File: config.mk
export PLATFORM = sky130hd
export DESIGN_NAME = module_debouncer_bank
export DESIGN_NICKNAME = d
export VERILOG_FILES = /design/src/rtl/module_debouncer_bank.sv
export SDC_FILE = /design/constraint.sdc
export NUM_CORES = 1
export LEC_CHECK = 0
export BUFFER_PORTS_ARGS = -buffer_cell sky130_fd_sc_hd__clkbuf_2
export CAP_MARGIN = 30
export CORE_UTILIZATION = 25
export CTS_CLUSTER_DIAMETER = 50
export DETAILED_ROUTE_END_ITERATION = 12
export PLACE_DENSITY = 0.52
export SLEW_MARGIN = 20
export SYNTH_ARGS = -nofsm -noshare
export SYNTH_HDL_FRONTEND = slang
export SYNTH_SLANG_ARGS = --single-unit
File: constraint.sdc
create_clock -name clk -period 1.87 [get_ports clk]
set_input_delay 0.0935 -clock clk [delete_from_list [all_inputs] [get_ports clk]]
set_output_delay 0.0935 -clock clk [all_outputs]
set_load 0.1 [all_outputs]
File: src/rtl/module_debouncer_bank.sv
// Parallel push-button debouncer bank.
// Each channel has a 2-FF synchroniser, a stable-count filter, press/release pulses
// and long-press/auto-repeat pulses. A registered encoder reports the lowest
// channel with a press or repeat event.
module module_debouncer_bank #(
  parameter int unsigned N_CH       = 4,
  parameter int unsigned STABLE_CYC = 8,
  parameter int unsigned HOLD_CYC   = 20,
  parameter int unsigned RPT_CYC    = 5,
  parameter bit          RPT_EN     = 1'b1,
  localparam int unsigned IDX_W     = (N_CH > 1) ? $clog2(N_CH) : 1
) (
  input  logic             clk,
  input  logic             rst,        // synchronous, active-low
  input  logic             tick,
  input  logic [N_CH-1:0]  btn,
  output logic [N_CH-1:0]  level,
  output logic [N_CH-1:0]  press,
  output logic [N_CH-1:0]  rel,        // release pulse; "release" is a reserved word
  output logic [N_CH-1:0]  rpt,
  output logic             evt_valid,
  output logic [IDX_W-1:0] evt_idx
);

  localparam int unsigned SCNT_W   = $clog2(STABLE_CYC);
  localparam int unsigned HCNT_MAX = (HOLD_CYC > RPT_CYC) ? HOLD_CYC : RPT_CYC;
  localparam int unsigned HCNT_W   = $clog2(HCNT_MAX + 1);

  logic [N_CH-1:0]   s1, s2;
  logic [SCNT_W-1:0] scnt     [N_CH];
  logic [SCNT_W-1:0] scnt_nxt [N_CH];
  logic [HCNT_W-1:0] hcnt     [N_CH];
  logic [HCNT_W-1:0] hcnt_nxt [N_CH];
  // phase=0: waiting for first long-press; phase=1: repeating (or done if RPT_EN=0)
  logic [N_CH-1:0]   phase, phase_nxt;
  logic [N_CH-1:0]   level_nxt, press_nxt, rel_nxt, rpt_nxt;
  logic              evt_valid_nxt;
  logic [IDX_W-1:0]  evt_idx_nxt;

  // Per-channel filter and hold/repeat next-state logic
  always_comb begin
    level_nxt = level;
    scnt_nxt  = scnt;
    hcnt_nxt  = hcnt;
    phase_nxt = phase;
    press_nxt = '0;
    rel_nxt   = '0;
    rpt_nxt   = '0;
    for (int i = 0; i < int'(N_CH); i++) begin
      if (s2[i] == level[i]) begin
        scnt_nxt[i] = '0;
      end else if (tick) begin
        if (scnt[i] == SCNT_W'(STABLE_CYC - 1)) begin
          level_nxt[i] = s2[i];
          scnt_nxt[i]  = '0;
          press_nxt[i] = s2[i];
          rel_nxt[i]   = ~s2[i];
        end else begin
          scnt_nxt[i] = scnt[i] + SCNT_W'(1);
        end
      end
      // Looking at the next level keeps a repeat out of the release cycle
      if (!level_nxt[i] || press_nxt[i]) begin
        hcnt_nxt[i]  = '0;
        phase_nxt[i] = 1'b0;
      end else if (tick && !(!RPT_EN && phase[i])) begin
        if (hcnt[i] == (phase[i] ? HCNT_W'(RPT_CYC - 1) : HCNT_W'(HOLD_CYC - 1))) begin
          rpt_nxt[i]   = 1'b1;
          phase_nxt[i] = 1'b1;
          hcnt_nxt[i]  = RPT_EN ? '0 : HCNT_W'(HOLD_CYC);
        end else begin
          hcnt_nxt[i] = hcnt[i] + HCNT_W'(1);
        end
      end
    end
  end

  // Event encoder: lowest channel with a press or repeat in the previous cycle
  always_comb begin
    evt_valid_nxt = |(press | rpt);
    evt_idx_nxt   = evt_idx;
    for (int i = int'(N_CH) - 1; i >= 0; i--) begin
      if (press[i] || rpt[i]) evt_idx_nxt = IDX_W'(i);
    end
  end

  // State and output registers
  always_ff @(posedge clk) begin
    if (!rst) begin
      s1        <= '0;
      s2        <= '0;
      scnt      <= '{default: '0};
      hcnt      <= '{default: '0};
      phase     <= '0;
      level     <= '0;
      press     <= '0;
      rel       <= '0;
      rpt       <= '0;
      evt_valid <= 1'b0;
      evt_idx   <= '0;
    end else begin
      s1        <= btn;
      s2        <= s1;
      scnt      <= scnt_nxt;
      hcnt      <= hcnt_nxt;
      phase     <= phase_nxt;
      level     <= level_nxt;
      press     <= press_nxt;
      rel       <= rel_nxt;
      rpt       <= rpt_nxt;
      evt_valid <= evt_valid_nxt;
      evt_idx   <= evt_idx_nxt;
    end
  end

endmodule
==> results of run 1 <==
## critical path: stages, from the launching register on
cell and delay, ns:
dfxtp_1 0.32, ha_1 0.21, ha_1 0.22, and3b_1 0.19
o221ai_2 0.37, a211o_1 0.18, o41ai_2 0.06
## repair_timing
action                                  CTS  global route
endpoints found under the setup margin    0             0
buffers inserted                          0             0
hold buffers                              4             0
hold endpoints to repair                  4             0
## synthesized netlist by cell type (all sizes together) (7+ instances only)
| master | instances | area (µm²) |
|---|---|---|
| dfxtp | 63 | 1261 |
| nand2 | 29 | 108.9 |
| nor2 | 26 | 97.59 |
| a21oi | 21 | 105.1 |
| nand3 | 20 | 100.1 |
| ha | 14 | 175.2 |
| nor3b | 14 | 105.1 |
| nor3 | 9 | 45.04 |
| and2 | 8 | 50.05 |
| buf | 8 | 51.29 |
| a31oi | 7 | 43.79 |
| inv | 7 | 26.27 |
## metal layers
metal | up-vias | GRT usage (%) | routed length [µm] | part of all wire [%]
li1 | 1114 | - | - | -
met5 | - | 0 | 0 | 0
met4 | 0 | 5.284 | 96 | 1.7
met2 | 28 | 17.00 | 2678 | 47
met1 | 1005 | 13.66 | 2756 | 49
met3 | 9 | 2.371 | 130 | 2.3
## worst max path at each step
stage	end	start	cells past startpoint	slack (ns)
finish	hcnt[12]$_SDFFE_PP0P_	scnt[6]$_SDFFE_PP0P_	6	0.19
global route	hcnt[12]$_SDFFE_PP0P_	scnt[6]$_SDFFE_PP0P_	6	0.06
CTS	hcnt[12]$_SDFFE_PP0P_	scnt[6]$_SDFFE_PP0P_	6	0.17
detailed placement	hcnt[12]$_SDFFE_PP0P_	scnt[6]$_SDFFE_PP0P_	6	0.18
global placement	hcnt[2]$_SDFFE_PP0P_	scnt[0]$_SDFFE_PP0P_	6	0.23
floorplan	hcnt[12]$_SDFFE_PP0P_	level[1]$_SDFF_PN0_	3	0.05
## metrics by stage
stage / power (µW) / setup slack (ns) / hold WS, ns / instance area, µm² / utilization (%)
floorplan: 1443 / 0.05471 / 0.2208 / 2735 / -
global placement: 1467 / 0.2315 / 0.2997 / 3013 / 28.80
detailed placement: 1468 / 0.1761 / 0.3050 / 3013 / 28.80
CTS: 2813 / 0.1667 / 0.2862 / 3277 / 31.32
global route: 2879 / 0.05750 / 0.3309 / 3277 / 31.32
finish: 2768 / 0.1923 / 0.3030 / 3277 / 31.32
## registers in the layout, indices dropped and copies added, names as in the netlist
name,cells
evt_valid,1
press,4
rel,4
evt_idx,2
level,4
scnt,12
s1,4
phase,4
s2,4
hcnt,20
rpt,4
## area by class of cell
cell class | count | area (µm²) | area share (%)
Tap cell | 136 | 170.2 | 5.193
Multi-Input combinational cell | 209 | 1393 | 42.50
Sequential cell | 63 | 1261 | 38.49
Inverter | 7 | 26.28 | 0.8018
Timing Repair Buffer | 34 | 202.7 | 6.186
Clock inverter | 3 | 65.06 | 1.985
Clock buffer | 13 | 158.9 | 4.849
## where the power goes
| group | total, µW | switching [µW] | internal (µW) |
|---|---|---|---|
| Clock | 1320 | 502 | 823 |
| Sequential | 1360 | 7.41 | 1350 |
| Combinational | 84.4 | 50.5 | 34.0 |
| Total | 2770 | 560 | 2210 |
## layout by cell type (no fill, tap or decap), drive strengths merged, types with 2 or more instances in the layout
| cell | count |
|---|---|
| a211o | 2 |
| a211oi | 2 |
| a21o | 2 |
| a21oi | 21 |
| a22oi | 2 |
| a31oi | 7 |
| a32o | 2 |
| a32oi | 2 |
| and2 | 8 |
| and3b | 4 |
| buf | 5 |
| bufinv | 2 |
| clkbuf | 38 |
| dfxtp | 63 |
| dlygate4sd3 | 4 |
| ha | 14 |
| inv | 7 |
| mux2i | 6 |
| nand2 | 29 |
| nand3 | 20 |
| nand3b | 4 |
| nand4 | 4 |
| nand4b | 2 |
| nor2 | 26 |
| nor2b | 2 |
| nor3 | 9 |
| nor3b | 14 |
| nor4b | 4 |
| o211ai | 2 |
| o21ba | 2 |
| o221ai | 2 |
| o41ai | 2 |
| or3 | 5 |
| xnor2 | 2 |
| xor2 | 6 |
## cells by family after synthesis
logic type	count (synthesis)	synth area share (%)
muxes	6	2.196
buffers and inverters	16	2.973
DFF	63	46.11
xor gates and xnor gates	8	2.562
adders and majority gates	14	6.404
AOI/OAI and AO/OA	49	13.72
and+or+nand+nor	132	26.03
==> summary.md, run 1 <==
| Metric | Value |
|---|---|
| Ys flop type | dfxtp_1 |
| # DRC | 0 |
| Row count | 37 |
| Max H-tree Level | 3 |
| Port buffer count | 25 |
| Core Box Area | 0.01046 mm² |
| Critical Path RT | between 2 and 2.5 ns |
| Gr ovfl total | 0 |
| Die height | 106.6 µm |
| Fraction of the cycle the final worst path needs | 89.72% |
| Element type at the critical path end | register |
| Post-synthesis sequential area ratio | between 40% and 50% |
| Final worst path period need | 1.678 ns |
| Power density over the cells | 844.6 mW/mm² |
| Cell Area, Synth | 0.002735 mm² |
| Clock Skews | 0.01026 ns |
| RR Startpoint | scnt[6]$_SDFFE_PP0P_ |
| Max frequency | 596.1 MHz |
| Final net count | 345 |
| Pre-antenna DRT Iters | 4 |
| Clock Path Buffers | 2 |
| Per-cell routed wire length | 12.18 µm |
| Hold Crit Class | input port to register |
| Post-synth EDFFs | 0 |
| Leakage power | around 0.0013 µW |
| CTS tree | done |
| Setup TNS | 0 ns |
| Max Transition Viols Final | 0 |
| Fraction of final layout cells sized beyond drive strength 1 | 17.33% |
| Critical-path maximum fanout | 8 |
| Post-synth cell types | 39 |
| CTS clk-pin slew, worst paths | 0.06 ns |
| Vias in the first global route | 1992 |
| # diodes | 0 |
| Hold Crit Start | tick |
| GRT Overall Usage | between 10% and 20% |
| Worst slew pin tran | 0.5747 ns |
| Initial core utilization | 26.14% |
| Post-DP HPWL | 4019 µm |
| Hold depth | 3 |
| DRT antenna net count | 0 |
| Synthesized instance count | 288 |
| Register bit total from synthesis | 63 |
| Fraction of registers with async set/reset | 0% |
| Finished Layout Cells | 465 |
| Initial drt markers | 98 |
| Routability congestion estimate | 0.7311 |
| FILL cells | 1130 |
| Routed vias | 2156 |
| Post-Syn Area per Cell | 9.497 µm² |
| Pin count of the biggest net entering global routing | 23 |
| Die width | 106.6 µm |
| Top-level I/O count | 26 |
| Initial antenna violation count | 0 |
| First-pass GRT wire length | 9535 µm |
| # clock sinks | 63 |
| Final Hold Viols | 0 |
| Crit Reg-Reg Endpoint | hcnt[12]$_SDFFE_PP0P_ |
| Final wirelength | roughly 5700 µm |
| Die Footprint | 0.01136 mm² |
| Worst path arrival time | 1.88 ns |
| Status | finished clean |
| Final setup viols | 0 |
| Post-Place Cells | between 400 and 500 |
| Hold Path End | level[3]$_SDFF_PN0_ |
| Headroom to the max-slew limit | around three fifths |
| Layout area overhead | 19.81% |
| Synth Net Count | 309 |
| RSZ-0062 raised after global routing | no |
| Clock insertion delay at the later pin of the skew report | approximately 0.34 ns |
| WS Path Type | register to register |
| Ys Warns | 0 |
| Worst-case reg-to-reg path depth | 6 |
| Total CTS buffers | 9 |
| Worst vdd ir | 0.0004396 V |
| Via/cell ratio | 4.637 |
| Max Cap Violations | 0 |
| Post-cts resize count | 0 |
| Startpoint Class | register |
| Clock root buffer | clkbuf_8 |
| Reg2reg setup slack | 0.19 ns |
(Power assumes the default switching activity.)
==> run 2: changes to the inputs <==
--- a/config.mk
+++ b/config.mk
@@ -5,11 +5,13 @@
 export SDC_FILE = /design/constraint.sdc
 export NUM_CORES = 1
 export LEC_CHECK = 0
+export ABC_CLOCK_PERIOD_IN_PS = 1870
 export BUFFER_PORTS_ARGS = -buffer_cell sky130_fd_sc_hd__clkbuf_2
 export CAP_MARGIN = 30
 export CORE_UTILIZATION = 25
 export CTS_CLUSTER_DIAMETER = 50
 export DETAILED_ROUTE_END_ITERATION = 12
+export MAX_ROUTING_LAYER = met4
 export PLACE_DENSITY = 0.52
 export SLEW_MARGIN = 20
 export SYNTH_ARGS = -nofsm -noshare
==> summary.md, run 2 (same netlist as run 1, synthesis figures left out) <==
| Metric | Value |
|---|---|
| Net Sw Frac | 20.34% |
| Hold Buf Count CTS | 4 |
| Clock insertion delay at the later pin of the skew report | 0.34 ns |
| Max H-tree Level | 3 |
| WS Path Type | register to register |
| Max Cap Violations | 0 |
| Post-cts resize count | 0 |
| Via/cell ratio | 4.690 |
| Combinational share of power | 3.0% |
| Initial antenna violation count | 0 |
| Die width | 106.6 µm |
| Most frequent cells in the layout | dfxtp_1 (63), nand2_1 (29), nor2_1 (26), clkbuf_2 (25), a21oi_1 (21) |
| Total CTS buffers | 9 |
| Routed vias | 2181 |
| Top-level I/O count | 26 |
| Gr ovfl total | 0 |
| Final Hold Viols | 0 |
| Placed inst area | ~0.003 mm² |
| Headroom to the max-slew limit | 61.85% |
| Fraction of the cycle the final worst path needs | 90.01% |
| Startpoint Class | register |
| Clock root buffer | clkbuf_8 |
| Flop pwr share | 49.0% |
| Routability congestion estimate | 0.7400 |
| Post-DP HPWL | 4019 µm |
| Clock network power share | 47.9% |
| Clock Skews | 0.01067 ns |
| Critical path buffers and inverters | 0 |
| Vias in the first global route | ~2000 |
| Crit path largest cell delay | 0.38 ns |
| Clock Path Buffers | 2 |
| First-pass GRT wire length | 9542 µm |
| Power density over the cells | 845.7 mW/mm² |
| Max reg flops | 20 |
| Final wirelength | 5691 µm |
| Hold Crit Class | input port to register |
| Critical-path maximum fanout | 8 |
| Initial drt markers | 103 |
| Worst path arrival time | ~1.9 ns |
| Port buffer count | 25 |
| Worst path most repeated cell | ha_1 |
| Crit-path cells | ha_1, ha_1, and3b_1, o221ai_2, a211o_1, o41ai_2 |
| Layout area overhead | 19.81% |
| GRT Overall Usage | 11.01% |
| # DRC | 0 |
| Final worst path period need | 1.683 ns |
| Internal Pwr Total | 2208 µW |
| Initial core utilization | 26.14% |
| Crit path max-delay family | compound AO/OA/AOI/OAI gates |
| Final Cell Area | 0.003277 mm² |
| Commonest non-fill, non-tap cell in the layout | dfxtp_1 |
| Reg with most FFs | hcnt |
| Pre-antenna DRT Iters | 4 |
| # clock sinks | 63 |
| Core Box Area | 0.01046 mm² |
| Die height | between 100 and 150 µm |
| Setup TNS | 0 ns |
| Max Transition Viols Final | 0 |
| Per-cell routed wire length | 12.24 µm |
| RSZ-0062 raised after global routing | no |
| Post-Place Cells | 445 |
| Psw | 563.6 µW |
| DRT antenna net count | 0 |
| Max stage delay cell, worst path | o221ai_2 |
| Final setup viols | 0 |
| Fraction of final layout cells sized beyond drive strength 1 | approximately 17% |
| # diodes | 0 |
| Biggest regs | hcnt (20), scnt (12) |
| Max frequency | 594.1 MHz |
| Setup Buffers After CTS | 0 |
| Critical Path RT | about 2.1 ns |
| Status | finished clean |
| Final net count | ~350 |
| Finished Layout Cells | 465 |
| Row count | 37 |
| Worst slew pin tran | between 0.5 and 0.6 ns |
| Die Footprint | 0.01136 mm² |
| Leakage power | 0.001260 µW |
| Element type at the critical path end | register |
| Pin count of the biggest net entering global routing | 23 |
| CTS tree | done |
| Worst vdd ir | 0.0004410 V |
| CTS clk-pin slew, worst paths | 0.06 ns |
run 2: layer usage:
| layer | GRT usage (%) | up-vias | wire length [µm] |
|---|---|---|---|
| met5 | - | - | 0 |
| met4 | 5.284 | 0 | 93 |
| met3 | 2.371 | 9 | 127 |
| met2 | 17.00 | 32 | 2691 |
| met1 | 13.66 | 1022 | 2779 |
| li1 | - | 1118 | - |
run 2: area by class of cell:
cell class              count  area, µm²
clock buffers              13      158.9
clock inverters             3      65.06
fillers                  1130       7186
inverters                   7      26.28
multi-input cells         209       1393
flip-flops and latches     63       1261
well taps                 136      170.2
repair buffers             34      202.7
run 2: tightest hold or removal path, cell delays in order:
cell	delay [ns]
clkbuf_2	0.27
nand3_1	0.15
a21oi_1	0.05
run 2: final timing paths:
check             slack [ns]                  from  cells past startpoint                     to
hold / removal          0.30                  tick                      3    level[3]$_SDFF_PN0_
setup / recovery        0.19  scnt[6]$_SDFFE_PP0P_                      6  hcnt[12]$_SDFFE_PP0P_
setup reg to reg        0.19  scnt[6]$_SDFFE_PP0P_                      6  hcnt[12]$_SDFFE_PP0P_
hold reg to reg         0.43      s1[1]$_SDFF_PN0_                      1       s2[1]$_SDFF_PN0_
run 2: stage by stage:
step,setup WS [ns],utilization (%),hold slack (ns),power (µW)
final,0.1869,31.32,0.2977,2771
after global routing,0.05750,31.32,0.3309,2879
after CTS,0.1667,31.32,0.2862,2813
after detailed placement,0.1761,28.80,0.3050,1468
after global placement,0.2315,28.80,0.2997,1467
after floorplan,0.05471,-,0.2208,1443
run 2: power groups by stage:
stage,Combinational [µW],Clock (µW),Sequential (µW)
after floorplan,56.2,0,1390
after global placement,78.8,0,1390
after detailed placement,79.0,0,1390
after CTS,85.6,1370,1360
after global routing,94.3,1430,1360
final,84.5,1330,1360
==> run 3: changes to the inputs <==
--- a/config.mk
+++ b/config.mk
@@ -12,7 +12,7 @@
 export CTS_CLUSTER_DIAMETER = 50
 export DETAILED_ROUTE_END_ITERATION = 12
 export MAX_ROUTING_LAYER = met4
-export PLACE_DENSITY = 0.52
+export PLACE_DENSITY = 0.49
 export SLEW_MARGIN = 20
 export SYNTH_ARGS = -nofsm -noshare
 export SYNTH_HDL_FRONTEND = slang
==> summary.md, run 3 (same netlist as run 1, synthesis figures left out) <==
| Metric | Value |
|---|---|
| Die width | around 110 µm |
| Psw | ~570 µW |
| Startpoint Class | register |
| Placed inst area | 0.002998 mm² |
| Crit-path cells | ha_1, ha_1, and3b_1, o221ai_2, a211o_1, o41ai_2 |
| Top-level I/O count | 26 |
| Routability congestion estimate | 0.7611 |
| First-pass GRT wire length | ~10000 µm |
| Crit path max-delay family | compound AO/OA/AOI/OAI gates |
| Final wirelength | roughly 5800 µm |
| Hold Buf Count CTS | 4 |
| Post-cts resize count | 0 |
| Worst-case reg-to-reg path depth | 6 |
| CTS clk-pin slew, worst paths | 0.07 ns |
| Register area | between 0.001 and 0.0015 mm² |
| GRT Overall Usage | between 10% and 20% |
| Final Cell Area | between 0.003 and 0.004 mm² |
| Clock Skews | around 0.0084 ns |
| Biggest regs | hcnt (20), scnt (12) |
| Max Cap Violations | 0 |
| Final worst path period need | ~1.7 ns |
| Worst path arrival time | 1.95 ns |
| Initial antenna violation count | 0 |
| Initial drt markers | roughly 120 |
| Layout area overhead | 18.30% |
| Clock root buffer | clkbuf_8 |
| CTS tree | done |
| Post-Place Cells | 443 |
| Max stage delay cell, worst path | o221ai_2 |
| Max Transition Viols Final | 0 |
| Setup TNS | 0 ns |
| Commonest non-fill, non-tap cell in the layout | dfxtp_1 |
| Pre-CTS setup slack | 0.1325 ns |
| Final WS setup | about 0.14 ns |
| Post-DP HPWL | 4022 µm |
| Clock insertion delay at the later pin of the skew report | 0.34 ns |
| Power density over the cells | about 810 mW/mm² |
| RSZ-0062 raised after global routing | no |
| Hold depth | 3 |
| Critical path depth | 6 |
| Crit path largest cell delay | 0.41 ns |
| Core Box Area | 0.01046 mm² |
| Die Footprint | 0.01136 mm² |
| Max frequency | 577.6 MHz |
| Die height | 106.6 µm |
| Hold Crit Class | input port to register |
| # diodes | 0 |
| Routed vias | 2202 |
| Flop pwr share | between 50% and 60% |
| Clock Path Buffers | 2 |
| Final setup viols | 0 |
| Port buffer count | 25 |
| Fraction of final layout cells sized beyond drive strength 1 | 16.87% |
| Finished Layout Cells | 462 |
| Reg with most FFs | hcnt |
| Total CTS buffers | 9 |
| Setup Buffers After CTS | 0 |
| DRT antenna net count | 0 |
| Max reg flops | 20 |
| WS Path Type | register to register |
| # clock sinks | 63 |
| Clock network power share | a little under half |
| Most frequent cells in the layout | dfxtp_1 (63), nand2_1 (29), nor2_1 (26), clkbuf_2 (25), a21oi_1 (21) |
| Headroom to the max-slew limit | 61.79% |
| Via/cell ratio | 4.766 |
| Critical-path maximum fanout | 8 |
| Per-cell routed wire length | ~13 µm |
| Internal Pwr Total | 2062 µW |
| Final net count | 343 |
| Status | finished clean |
| FILL cells | 1152 |
| Multi-input logic area | 0.001393 mm² |
| Pre-antenna DRT Iters | 4 |
| Worst vdd ir | roughly 0.00037 V |
| Gr ovfl total | 0 |
| Leakage power | 0.001235 µW |
| Final Hold Viols | 0 |
| Hold_ws | 0.2339 ns |
| Combinational share of power | under 10% |
| Fraction of the cycle the final worst path needs | approximately 93% |
| Vias in the first global route | between 2000 and 2500 |
| # DRC | 0 |
| Critical path buffers and inverters | 0 |
| Net Sw Frac | between 20% and 30% |
| Pin count of the biggest net entering global routing | 27 |
| Row count | 37 |
| Initial core utilization | 26.14% |
| Element type at the critical path end | register |
| Max H-tree Level | 3 |
| Worst path most repeated cell | ha_1 |
| Critical Path RT | 2.09 ns |
| Worst slew pin tran | 0.5756 ns |
## run 3: cell count changes in the layout (fill, tap and decap cells not counted)
cell,before,now
clkbuf_1,2,1
buf_4,5,3
clkinvlp_4,0,1
bufinv_16,2,1
## run 3: worst paths after layout
kind / to / slack (ns) / start
setup / recovery: hcnt[2]$_SDFFE_PP0P_ / 0.14 / scnt[0]$_SDFFE_PP0P_
hold / removal: level[1]$_SDFF_PN0_ / 0.23 / tick
setup reg to reg: hcnt[2]$_SDFFE_PP0P_ / 0.14 / scnt[0]$_SDFFE_PP0P_
hold reg to reg: s2[3]$_SDFF_PN0_ / 0.43 / s1[3]$_SDFF_PN0_
## run 3: tightest hold or removal path, delay by kind of cell
family,cells,cell delay [ns]
AND/OR/NAND/NOR,1,0.13
AO/OA/AOI/OAI,1,0.06
buffers and inverters,1,0.24
## run 3: layout make-up
class	count	area share, %
Tap cell	136	5.259
Sequential cell	63	38.98
Inverter	7	0.8121
Timing Repair Buffer	32	5.800
Multi-Input combinational cell	209	43.04
Clock inverter	3	1.315
Clock buffer	12	4.795
## run 3: layer usage
layer / vias up / track usage (%) / wire length, µm
met5: - / - / 0
met4: 0 / 5.088 / 116
met3: 14 / 3.526 / 230
met2: 50 / 16.96 / 2549
met1: 1035 / 14.84 / 2942
li1: 1103 / - / -
## run 3: power by group through the flow
stage	Clock [µW]	Combinational [µW]	Sequential [µW]
finish	1200	81.0	1360
global route	1310	91.8	1360
floorplan	0	56.2	1390
global placement	0	76.1	1390
detailed placement	0	75.7	1390
CTS	1240	82.5	1360
## run 3: metrics by stage
step                utilization [%]  total power (µW)
floorplan                         -              1443
global placement              28.65              1465
detailed placement            28.65              1465
CTS                           30.93              2682
global route                  30.93              2757
finish                        30.93              2636
